==> config.mk <==
export PLATFORM = sky130hd
export DESIGN_NAME = cdb_arbiter
export DESIGN_NICKNAME = d
export VERILOG_FILES = /design/src/rtl/cdb_arbiter.sv
export SDC_FILE = /design/constraint.sdc
export NUM_CORES = 1
export LEC_CHECK = 0
export ABC_CLOCK_PERIOD_IN_PS = 8800
export BUFFER_PORTS_ARGS = -buffer_cell sky130_fd_sc_hd__buf_2
export CAP_MARGIN = 10
export CORE_MARGIN = 5
export CORE_UTILIZATION = 25
export DETAILED_ROUTE_END_ITERATION = 6
export PLACE_DENSITY = 0.51
export SYNTH_ARGS = -nofsm -noshare
export SYNTH_HDL_FRONTEND = slang
export SYNTH_SLANG_ARGS = --single-unit
==> constraint.sdc <==
create_clock -name clk -period 8.8 [get_ports clk]
set_input_delay 0.88 -clock clk [delete_from_list [all_inputs] [get_ports clk]]
set_output_delay 0.88 -clock clk [all_outputs]
set_load 0.02 [all_outputs]
==> src/rtl/cdb_arbiter.sv <==
// Common data bus arbiter: round-robin selection among functional units with a
// same-cycle ack and a registered broadcast of the winning result.
package cdb_pkg;
    typedef struct packed {
        logic [31:0] pd_v;
        logic [5:0]  pd;
        logic [4:0]  rob_num;
    } fu_cdb_data_t;
endpackage

module cdb_arbiter
    import cdb_pkg::*;
#(
    parameter int NUM_FU = 4,
    parameter int IDX_W  = $clog2(NUM_FU)
) (
    input  logic              clk,
    input  logic              rst,
    input  logic              branch_mispredict,
    input  logic [NUM_FU-1:0] fu_done,
    input  fu_cdb_data_t      fu_data [NUM_FU],
    output logic [NUM_FU-1:0] cdb_ack,
    output logic              cdb_valid,
    output fu_cdb_data_t      cdb_data,
    output logic [IDX_W-1:0]  cdb_src
);

    logic [IDX_W-1:0]  rr_ptr_reg;
    logic [IDX_W-1:0]  rr_ptr_next;
    logic [IDX_W-1:0]  winner;
    logic [NUM_FU-1:0] grant;
    logic              found;

    // Scan from rr_ptr upward with wrap; the first requester encountered wins.
    always_comb begin : arb_search
        int idx;
        idx    = 0;
        grant  = '0;
        winner = '0;
        found  = 1'b0;
        for (int k = 0; k < NUM_FU; k++) begin
            idx = int'(rr_ptr_reg) + k;
            if (idx >= NUM_FU) begin
                idx = idx - NUM_FU;
            end
            if (!found && fu_done[idx]) begin
                found      = 1'b1;
                winner     = IDX_W'(idx);
                grant[idx] = 1'b1;
            end
        end
    end

    assign rr_ptr_next = (winner == IDX_W'(NUM_FU - 1)) ? '0 : winner + 1'b1;

    // A flush or reset suppresses the ack so no squashed result is consumed.
    generate
        for (genvar gi = 0; gi < NUM_FU; gi++) begin : g_ack
            assign cdb_ack[gi] = grant[gi] & ~rst & ~branch_mispredict;
        end
    endgenerate

    always_ff @(posedge clk) begin
        if (rst) begin
            cdb_valid  <= 1'b0;
            cdb_data   <= '0;
            cdb_src    <= '0;
            rr_ptr_reg <= '0;
        end else if (branch_mispredict) begin
            cdb_valid <= 1'b0;
        end else begin
            cdb_valid <= |cdb_ack;
            if (|cdb_ack) begin
                cdb_data   <= fu_data[winner];
                cdb_src    <= winner;
                rr_ptr_reg <= rr_ptr_next;
            end
        end
    end

endmodule

# Word-level counts from Yosys, hierarchy flattened

Index checks and enable logic that the tools add are counted.

Register bits: 48
Bits of input ports: 179

Add/subtract/negate cells: 8
Magnitude comparators: 13
Equality and inequality tests: 1
Muxes and demuxes: 39
Bitwise logic cells: 14
Reductions and logical operators: 13

Operators with widths:

| operator                                                               | number |
|---|---|
| 32-bit by 1-bit >= comparator with 1-bit output, second input constant | 4 |
| 32-bit by 4-bit < comparator with 1-bit output, second input constant  | 4 |
| 32-bit two-way mux                                                     | 4 |
| 43-bit binary-select mux with 2-bit select                             | 1 |
| 43-bit two-way mux                                                     | 2 |
| 4-bit two-way mux                                                      | 4 |
| 1-bit two-way mux                                                      | 15 |
| 3-bit >= comparator, second input constant                             | 4 |
| 4-bit OR                                                               | 3 |
| 3-bit by 3-bit subtractor with 4-bit output, second input constant     | 3 |
| 2-bit two-way mux                                                      | 5 |
| 1-bit AND                                                              | 8 |
| 1-bit binary-select mux with 2-bit select                              | 4 |
| 1-bit demux with 2-bit select                                          | 4 |
| 1-bit logical AND                                                      | 7 |
| 2-bit by 2-bit adder with 3-bit output, second input constant          | 2 |
| 4-bit OR reduction                                                     | 1 |
| 2-bit by 3-bit subtractor with 4-bit output, second input constant     | 1 |
| 2-bit by 1-bit adder with 3-bit output, second input constant          | 1 |
| 2-bit by 3-bit >= comparator with 1-bit output, second input constant  | 1 |
| 1-bit zero test                                                        | 3 |
| 2-bit inverter with 3-bit output                                       | 1 |
| 2-bit by 1-bit adder with 2-bit output, second input constant          | 1 |
| 2-bit equality test, second input constant                             | 1 |
| 3 further kinds                                                        | 4 |

# Logic depth before layout (Yosys ltp)

Word-level depth: 19
Mapped depth: 14
Depth with buffers taken out: 9

# Worst setup path before layout

Ideal clock, no wire load.

Kind: register -> output
Start: register rr_ptr_reg[1]
End: output port cdb_ack[2]
Arrival: 2.650 ns
Required time: 7.920 ns
Setup slack: 5.270 ns
Stages on the path, launching flop included: 10
Path buffers: 3
Cell sequence: dfxtp_1 -> clkbuf_1 -> inv_1 -> ha_1 -> buf_6 -> mux4_2 -> buf_6 -> or3b_1 -> a22o_1 -> a21oi_1

Word-level cells in the longest chain between the ends: 17
Elaborated cells on any way between the ends: 65
Classes of those cells: add/sub: 7; order compare: 12; mux: 31; bitwise: 5; reduce/logical: 10

Ends and longest elaborated chain:

| what                                                                                     | RTL line | RTL |
|---|---|---|
| start, declared                                                                          | 28       | `logic [IDX_W-1:0] rr_ptr_reg;` |
| start signal, assigned                                                                   | 76       | `rr_ptr_reg <= rr_ptr_next;` |
| branches (longest 14 deep; another with 32-bit by 1-bit >= comparator with 1-bit output) | -        |  |
| 4-bit two-way mux *                                                                      | 46       | `if (!found && fu_done[idx]) begin` |
| 1-bit AND * (2 in a row)                                                                 | 59       | `assign cdb_ack[gi] = grant[gi] & ~rst & ~branch_mispredict;` |
| end, declared                                                                            | 22       | `output logic [NUM_FU-1:0] cdb_ack,` |

Every way passes the cells marked *. The select of a mux whose other input is x is not followed.

==> results.md <==
* Final Setup Violations at 0
* Dpl ws at 4.48 ns
* Worst Max-Slew Pin Slew at 0.988 ns
* Synth cell types at 41
* WL met2 at 5.03 mm
* Longest Clk Path Bufs at 2
* Post-DP HPWL at 8.45 mm
* Sw Share at 43.4%
* Top FF cell, synth: dfxtp_1
* Pwr Total at 1740 uW
* Post-Synthesis Cell Area at 3810 um^2
* Die Width at 133 um
* Mux cell area share after synthesis at 40.6%
* Biggest regs: cdb_data (43), cdb_src (2)
* Core area at 15100 um^2
* Critical path peak fanout at 49
* CTS root buffer: clkbuf_16
* WP data required at 8.99 ns
* Setup bufs post-CTS at 0
* Final Cycle Share at 49.1%
* Ys Warns at 0
* Cts hold-fix bufs at 0
* Pwr per Cell Area at 343 nW/um^2
* Met1 wire length at 4.47 mm
* Number of global-route vias before repair at 3475
* Routed wl met3 at 923 um
* Largest register FFs at 43
* Largest family of logic cells by synthesized area: multiplexers
* Layout cell share with drive strength beyond 1 at 48.4%
* Die height at 133 um
* Headroom to the max-slew limit at 34.0%
* Vias/cell at 4.59
* Initial Utilization at 25.3%
* Syn Nets at 556
* CTS clk-pin slew, worst paths at 0.07 ns
* CTS tree: yes
* Pre-antenna DRT Iters at 4
* Peak supply drop at 0.177 mV
* Post-Syn Area per Cell at 10.2 um^2
* Ports at 229
* Routed WL per cell at 13.7 um
* Nets at 759
* EDFF count, synth at 0
* Worst R2R Setup Slack at 4.48 ns
* Top reg by flops: cdb_data
* RSZ-0062 raised after global routing: false
* Worst min-delay path class: register to register
* Fillers at 1596
* Final hold violation count at 0
* Setup ws final at 4.48 ns
* Die area at 17800 um^2
* Xor and xnor area share after synthesis at 0.230%
* Synth Area in Compound Gates at 10.4%
* GR Overflow Total at 0
* Minimum clock period at 4.32 ns
* Clock Skew at 0.00806 ns
* 1st-iter DRT viols at 92
* Drt total wl at 10.5 mm
* Commonest cells post-synth: mux2i_1 (89), dfxtp_1 (48), nand3b_1 (46), o21ai_1 (45), mux2_1 (20)
* Clk_lat worst skew at 0.29 ns
* Top post-synthesis cells by area: dfxtp_1 (25%), mux2i_1 (23%), nand3b_1 (9.1%)
* Area share of the largest cell type after synthesis at 25.2%
* Flops & latches, synth at 48
* Sequential fraction of design power at 21.8%
* Power share of the clock group at 11.4%
* Antenna cells at 0
* Async S/R FF share, synth at 0%
* Net switching power at 754 uW
* Tot GR Track Use at 11.1%
* Area delta synth->final at 33.1%
* Sequential share of the synthesized area at 25.2%
* Max cap viols at 0
* Pins Over Slew Limit at 0
* Final Util at 33.6%
* Worst EP arrival at 4.51 ns
* Beginning of the worst hold path: cdb_data[5]
* Critical path launch point type: register
* Vias post-DR at 3512
* Total Neg Setup Slack at 0 ns
* Total CTS buffers at 5
* Std-Cell Rows at 45
* Simple-gate share of the synthesized area at 13.1%
* CTS H-tree lvls at 2
* Status: complete, no violations
* # resized after CTS at 0
* R2r worst-path depth at 10
* Clk sinks at 48
* Int Pwr at 985 uW
* Cell Count, Final, Fillers Out at 765
* Initial antenna violation count at 0
* DRT antenna net count at 0
* Worst hold path depth at 2
* Combinational group share of total power at 66.8%
* DR DRC count at 0
* Most frequent cell after synthesis: mux2i_1
* WHS Endpoint: cdb_data[5]
* Placer congestion estimate at 0.739
* DR top layer: met4
* Post-Synth Adder-Cell Area at 1.31%
* # port buffers at 228
* Gate Count Post-Synth at 373
* First-pass GRT wire length at 16.8 mm
* Largest net degree at the start of global routing at 50
* Cells after DPL at 757
* Fmax at 232 MHz
* Pleak at 0.00246 uW
* Worst setup EP type: register
* Setup Crit Path Kind: register to register
* Largest area contributor in the netlist: dfxtp_1
-- worst max-delay path by stage --
stage          slack [ns]         end     startpoint
2_1_floorplan        5.27  cdb_ack[2]  rr_ptr_reg[1]
3_3_place_gp         4.66  cdb_src[1]       register
3_5_place_dp         4.48  cdb_src[1]       register
4_1_cts              4.46    register       register
5_1_grt              4.07  cdb_src[1]       register
6_report             4.48    register       register
-- power by group through the flow --
| stage | Sequential, uW | Clock (uW) | Combinational, uW |
|---|---|---|---|
| 6_report | 379 | 199 | 1160 |
| 5_1_grt | 395 | 217 | 1260 |
| 4_1_cts | 381 | 208 | 1180 |
| 3_5_place_dp | 384 | 0 | 1180 |
| 3_3_place_gp | 383 | 0 | 1170 |
| 2_1_floorplan | 497 | 0 | 897 |
-- layout by cell type (no fill, tap or decap), drive strengths merged --
cell / instances
a21oi: 10
mux2: 44
a21o: 1
a211oi: 1
mux2i: 89
nor2: 3
o211ai: 2
buf: 232
o21ai: 45
nand2b: 3
nor2b: 1
clkbuf: 6
inv: 8
o41a: 2
mux4: 4
nand2: 10
or3b: 4
nor3: 1
o21bai: 1
a22o: 4
clkinv: 1
nand3b: 46
nand4: 1
nand3: 2
or2: 1
xnor2: 1
ha: 4
o221a: 1
dfxtp: 48
a32o: 1
-- layer usage --
metal	vias up	global-route usage [%]
li1	1783	-
met1	1569	13.5
met2	154	19.6
met3	6	3.21
met4	0	2.57
met5	-	0
-- final cells by class --
cell class                 count  area [um^2]  share of cell area [%]
multi-input combinational    282         2530                    49.8
timing repair buffer         232         1170                    23.1
sequential                    48          961                    18.9
tap                          188          235                    4.64
clock buffer                   6          139                    2.74
inverter                       7         26.3                   0.518
clock inverter                 2         13.8                   0.271
-- kinds of logic (layout without fill, tap and decap cells) --
logic type,count (synthesis),in the layout
adder cells (fa/ha/maj),4,4
AND/OR/NAND/NOR,72,72
XOR/XNOR,1,1
multiplexers,137,137
buffers and inverters,43,247
AO/OA/AOI/OAI,68,68
flip-flops,48,48
-- stage by stage --
stage | area (um^2) | hold slack [ns]
6_report | 5070 | 0.474
5_1_grt | 5070 | 0.501
4_1_cts | 5070 | 0.476
3_5_place_dp | 4920 | 0.463
3_3_place_gp | 4920 | 0.460
2_1_floorplan | 3810 | 0.551
-- critical path, stage by stage (launching register included) --
cell	delay, ns
dfxtp_1	0.66
inv_1	0.14
ha_1	0.47
mux4_2	0.68
a21oi_1	0.20
a22o_1	0.20
nand4_2	0.15
o21bai_4	0.81
buf_4	0.52
inv_1	0.12
a211oi_1	0.22
No activity file was read; power rests on OpenSTA's default activity.
